--- src/rtl/fastserial_echo_fifo.sv ---
// fastserial_echo_fifo: buffered rx->tx loopback FIFO with a write/busy TX handshake.
// Ports: i_clk/i_rst (sync, active-high), i_rx_data/i_rx_ready from the receiver,
//   o_tx_data/o_tx_write/i_tx_busy to the transmitter, i_clr_ovf, status outputs
//   o_level/o_empty/o_full/o_overflow/o_last_rx, and statistics o_rx_count/o_drop_count
//   which are live only when FASTSERIAL_ECHO_STATS_EN is defined.
module fastserial_echo_fifo #(
  parameter int DATA_W = 8,
  parameter int ADDR_W = 4,
  parameter int CNT_W  = 16
) (
  input  logic              i_clk,
  input  logic              i_rst,
  input  logic [DATA_W-1:0] i_rx_data,
  input  logic              i_rx_ready,
  output logic [DATA_W-1:0] o_tx_data,
  output logic              o_tx_write,
  input  logic              i_tx_busy,
  input  logic              i_clr_ovf,
  output logic [ADDR_W:0]   o_level,
  output logic              o_empty,
  output logic              o_full,
  output logic              o_overflow,
  output logic [DATA_W-1:0] o_last_rx,
  output logic [CNT_W-1:0]  o_rx_count,
  output logic [CNT_W-1:0]  o_drop_count
);

  localparam int DEPTH = 1 << ADDR_W;
  localparam logic [ADDR_W:0] LVL_FULL = (ADDR_W+1)'(DEPTH);

  typedef enum logic [1:0] {
    IDLE  = 2'd0,
    REQ   = 2'd1,
    DRAIN = 2'd2
  } state_t;

  state_t state, state_nx;

  logic [DATA_W-1:0] mem [DEPTH];
  logic [ADDR_W-1:0] wr_ptr, rd_ptr;
  logic [ADDR_W:0]   level_nx;
  logic              rdy_q;
  logic              rx_edge, pop, push, drop, load_tx;

  assign rx_edge = i_rx_ready & ~rdy_q;
  assign pop     = (state == REQ) & i_tx_busy;
  // full is judged after this edge's pop, so a push alongside a pop always fits
  assign push    = rx_edge & (~o_full | pop);
  assign drop    = rx_edge & o_full & ~pop;

  always_comb begin
    level_nx = o_level;
    if (push & ~pop)
      level_nx = o_level + 1'b1;
    else if (pop & ~push)
      level_nx = o_level - 1'b1;
  end

  always_comb begin
    state_nx = state;
    load_tx  = 1'b0;
    unique case (state)
      IDLE: begin
        // requiring busy low lets an in-flight byte finish after a reset
        if (!o_empty && !i_tx_busy) begin
          state_nx = REQ;
          load_tx  = 1'b1;
        end
      end
      REQ: begin
        if (i_tx_busy)
          state_nx = DRAIN;
      end
      DRAIN: begin
        if (!i_tx_busy)
          state_nx = IDLE;
      end
      default: state_nx = IDLE;
    endcase
  end

  always_ff @(posedge i_clk) begin
    if (i_rst) begin
      state      <= IDLE;
      rdy_q      <= 1'b0;
      wr_ptr     <= '0;
      rd_ptr     <= '0;
      o_level    <= '0;
      o_empty    <= 1'b1;
      o_full     <= 1'b0;
      o_overflow <= 1'b0;
      o_tx_write <= 1'b0;
      o_tx_data  <= '0;
      o_last_rx  <= '0;
    end else begin
      state   <= state_nx;
      rdy_q   <= i_rx_ready;
      o_level <= level_nx;
      o_empty <= (level_nx == '0);
      o_full  <= (level_nx == LVL_FULL);
      if (load_tx) begin
        o_tx_data  <= mem[rd_ptr];
        o_tx_write <= 1'b1;
      end else if (pop) begin
        o_tx_write <= 1'b0;
      end
      if (push)
        wr_ptr <= wr_ptr + 1'b1;
      if (pop)
        rd_ptr <= rd_ptr + 1'b1;
      if (rx_edge)
        o_last_rx <= i_rx_data;
      if (drop)
        o_overflow <= 1'b1;
      else if (i_clr_ovf)
        o_overflow <= 1'b0;
    end
  end

  always_ff @(posedge i_clk) begin
    if (push)
      mem[wr_ptr] <= i_rx_data;
  end

`ifdef FASTSERIAL_ECHO_STATS_EN
  logic [CNT_W-1:0] rx_cnt, drop_cnt;

  always_ff @(posedge i_clk) begin
    if (i_rst) begin
      rx_cnt   <= '0;
      drop_cnt <= '0;
    end else begin
      if (rx_edge)
        rx_cnt <= rx_cnt + 1'b1;
      if (drop)
        drop_cnt <= drop_cnt + 1'b1;
    end
  end

  assign o_rx_count   = rx_cnt;
  assign o_drop_count = drop_cnt;
`else
  assign o_rx_count   = '0;
  assign o_drop_count = '0;
`endif

endmodule

--- config.mk ---
export PLATFORM = sky130hd
export DESIGN_NAME = fastserial_echo_fifo
export DESIGN_NICKNAME = d
export VERILOG_FILES = /design/src/rtl/fastserial_echo_fifo.sv
export SDC_FILE = /design/constraint.sdc
export NUM_CORES = 1
export LEC_CHECK = 0
export ABC_AREA = 1
export CORE_MARGIN = 5
export CORE_UTILIZATION = 57
export DETAILED_ROUTE_END_ITERATION = 6
export PLACE_DENSITY = 0.87
export SETUP_SLACK_MARGIN = 0.4
export SYNTH_ARGS = -nofsm -noshare
export SYNTH_HDL_FRONTEND = slang
export SYNTH_SLANG_ARGS = --single-unit
--- constraint.sdc ---
create_clock -name i_clk -period 2.1 [get_ports i_clk]
set_input_delay 0.525 -clock i_clk [delete_from_list [all_inputs] [get_ports i_clk]]
set_output_delay 0.525 -clock i_clk [all_outputs]
set_load 0.03 [all_outputs]
==> results by group <==
Worst setup path
  – Reg2reg setup slack: 400 ps
  – R2R cell count: 10
  – CP Buf/Inv Count: 3
  – Kind of critical path: primary input to flip-flop
  – CP startpoint: i_rx_ready
  – Slowest stage delay, CP: 480 ps
  – R2R Path Start: rd_ptr[1]$_SDFFE_PP0P_
  – Max stage delay cell, worst path: clkdlybuf4s50_1
  – Crit-path cells: clkdlybuf4s50_1 > inv_2 > nor2_8 > nand2_2 > inv_4 > nand2_4 > nor2_4
  – Critical Path RT: 2210 ps
  – Startpoint types: primary input
  – CP top delay family: buffers and inverters
  – Arrival time worst endpoint: 1840 ps
  – CP Max Fanout: 8
  – RR Endpoint: o_tx_data[0]$_SDFFE_PP0P_
  – CP endpoint kind: flip-flop

Clocking
  – CTS root buf: clkbuf_16
  – Clk slew on worst S/H paths: 70 ps
  – Clock sinks: 164
  – Cts bufs inserted: 17
  – Cts hold-fix bufs: 0
  – Max clock buf depth: 2
  – Skew-Pair Late Insertion Delay: 430 ps
  – TritonCTS clock tree: done
  – H-tree levels: 4

Final layout
  – P&R area growth vs syn: 17.3%
  – Final Net Count: 733
  – Number of diodes: 0
  – Final std cells w/o fill: 894
  – Fraction of layout cells with a size suffix above 1: 16.8%
  – Final Instance Area: 8290 µm²

Route
  – Initial DRC count: 851
  – Wirelength per Cell: 19.8 µm
  – DRT met1 WL: 6.22 mm
  – DR WL met3: 2.09 mm
  – Initial DRT Pass Iterations: 7
  – Wirelength, routed: 17.7 mm
  – Vias per Instance: 5.95
  – Routed wl met2: 8.40 mm
  – Top Layer Used: met4
  – DRC: 2
  – Vias: 5,316
  – DRT antenna net count: 0

Worst hold path
  – Hold endpoint: o_overflow$_SDFFE_PP0P_
  – Worst Hold Depth: 2
  – Hold Path Origin: o_overflow$_SDFFE_PP0P_
  – Min-delay worst type: flip-flop to flip-flop

STA
  – Worst-margin pin slew: 514 ps
  – Worst slew margin: 65.7%
  – Final min period: 1730 ps
  – Achievable Freq: 0.577 GHz
  – Layout Skew: 9.06 ps
  – Period utilization: 82.6%
  – RSZ-0062 raised after global routing: true
  – Sum of negative setup slack: 0 ps
  – Final setup viols: 0
  – Final hold violation count: 0
  – Pins Over Slew Limit: 0
  – Slack of the critical path: 366 ps

Job
  – Max-Cap Viols: 0

Outcome
  – Violations in the final reports: DRC
  – Status: finished with violations

Floorplanning
  – Die ar.: 14,700 µm²
  – Die Span Y: 121 µm
  – FP Rows: 40
  – Core Area: 12,100 µm²
  – Die Span X: 121 µm
  – Starting Density: 58.5%
  – # IOs: 70

Placed design
  – Place WS: -255 ps
  – Routability Congestion: 0.879
  – DPL Wire Length: 10.8 mm
  – Port Buffers: 37
  – Placed cell area: 7650 µm²
  – Placed Cells: 856

GRT
  – Tot GR Track Use: 24.2%
  – Vias in the first global route: 5,080
  – Global-route wire length before repair: 26.7 mm
  – Largest net degree at the start of global routing: 44
  – Antenna violations before repair: 0
  – Congestion Overflow GR: 0

Pwr
  – Tot Pwr: 7540 µW
  – LEAKAGE: 0.00305 µW
  – PwrDens: 910 nW/µm²
  – Peak VDD IR: 0.669 mV

Synth
  – Synthesis-stage register bit count: 164
  – Distinct cells, synth: 33
  – Mapped Area: 7060 µm²
  – Seq/Total Area, Yosys: 64.6%
  – Cells after synthesis: 661
  – Count of warnings emitted by yosys: 0
  – Synthesized area per cell: 10.7 µm²
[Yosys cell counts (all sizes together)]
library cell  instances  area [µm²]
nand3                47         270
nor2                166         649
nand2                53         214
clkinv                2        12.5
o21ai                77         385
a21oi                14        73.8
conb                  1        3.75
ha                    7        87.6
dfxtp                36         721
inv                  34         130
xor2                  4        35.0
edfxtp              128        3840
o211ai               24         180
nor3                  3        15.0
nand4                 1        6.26
nor4                  1        6.26
clkbuf                6        22.5
buf                  57         405
[cells in the final DEF, fill, tap and decap left out, drive strengths merged]
| master | Yosys | layout |
|---|---|---|
| nand3 | 47 | 47 |
| dlygate4sd2 | 0 | 1 |
| clkdlybuf4s15 | 0 | 8 |
| ha | 7 | 7 |
| clkdlybuf4s50 | 0 | 11 |
| dfxtp | 36 | 36 |
| clkinv | 2 | 3 |
| a21oi | 14 | 14 |
| buf | 57 | 32 |
| nor4 | 1 | 1 |
| o211ai | 24 | 24 |
| nor2 | 166 | 166 |
| o21ai | 77 | 77 |
| clkbuf | 6 | 32 |
| bufinv | 0 | 2 |
| clkinvlp | 0 | 6 |
| xor2 | 4 | 4 |
| nand4 | 1 | 1 |
| nand2 | 53 | 53 |
| nor3 | 3 | 3 |
| inv | 34 | 38 |
| edfxtp | 128 | 128 |
| conb | 1 | 32 |
[worst register-to-register path: stages, from the launching register on]
cell	delay, ps
dfxtp_2	440
buf_12	180
clkinvlp_4	150
buf_2	200
nor2_1	110
o21ai_0	110
nand3_1	120
nand3_1	80
nand3_1	140
nand2_1	80
inv_1	50
[power by group]
part	internal, µW	switching, µW
combinational	246	614
clock	1770	1270
sequential	3580	57.4
[what timing repair did]
| action | CTS | global route |
|---|---|---|
| gates resized for setup | 61 | 42 |
| pin swaps | 4 | 1 |
| setup buffers | 0 | 5 |
| setup endpoints to repair | 156 | 151 |
| gates cloned | 0 | 1 |
[worst max path at each step]
stage	to	cells after the start	slack, ps
4_1_cts	o_level[2]	1	180
6_report	mem[13][6]$_DFFE_PP_	7	370
5_1_grt	o_tx_data[0]$_SDFFE_PP0P_	10	320
2_1_floorplan	mem[11][0]$_DFFE_PP_	7	340
3_5_place_dp	mem[13][6]$_DFFE_PP_	7	-250
3_3_place_gp	mem[13][4]$_DFFE_PP_	7	-170
[metal layers]
layer / vias up / global-route usage (%)
li1: 2318 / -
met1: 2428 / 29.6
met2: 465 / 39.2
met3: 105 / 5.87
met4: 0 / 13.9
met5: - / 0
[registers in the layout (all words and copies together) (netlist names)]
| name | flops |
|---|---|
| o_overflow | 1 |
| wr_ptr | 4 |
| rd_ptr | 4 |
| rdy_q | 1 |
| mem | 128 |
| o_tx_write | 1 |
| o_level | 5 |
| o_tx_data | 8 |
| o_empty | 1 |
| o_full | 1 |
| o_last_rx | 8 |
| state | 2 |
[cell type report]
class                   count  area [µm²]
flip-flops and latches    164        4570
fillers                   760        3770
multi-input cells         429        2190
repair buffers             65         578
clock buffers              19         433
well taps                 168         210
inverters                  36         154
clock inverters            13         150
[kinds of logic (layout without fill, tap and decap cells)]
kind of cell / after synthesis / in the layout / share of synthesized area (%)
adder cells (fa/ha/maj): 7 / 7 / 1.24
other: 1 / 32 / 0.0531
flip-flops: 164 / 164 / 64.6
XOR/XNOR: 4 / 4 / 0.496
AO/OA/AOI/OAI: 115 / 115 / 9.05
buffers and inverters: 99 / 133 / 8.08
AND/OR/NAND/NOR: 271 / 271 / 16.4
[through the flow]
stage	util [%]	hold slack (ps)
after CTS	68.4	501
final	68.7	493
after detailed placement	63.4	463
after global placement	63.4	453
after floorplan	-	480
after global routing	68.7	533
Power figures use the tool's default switching activity.
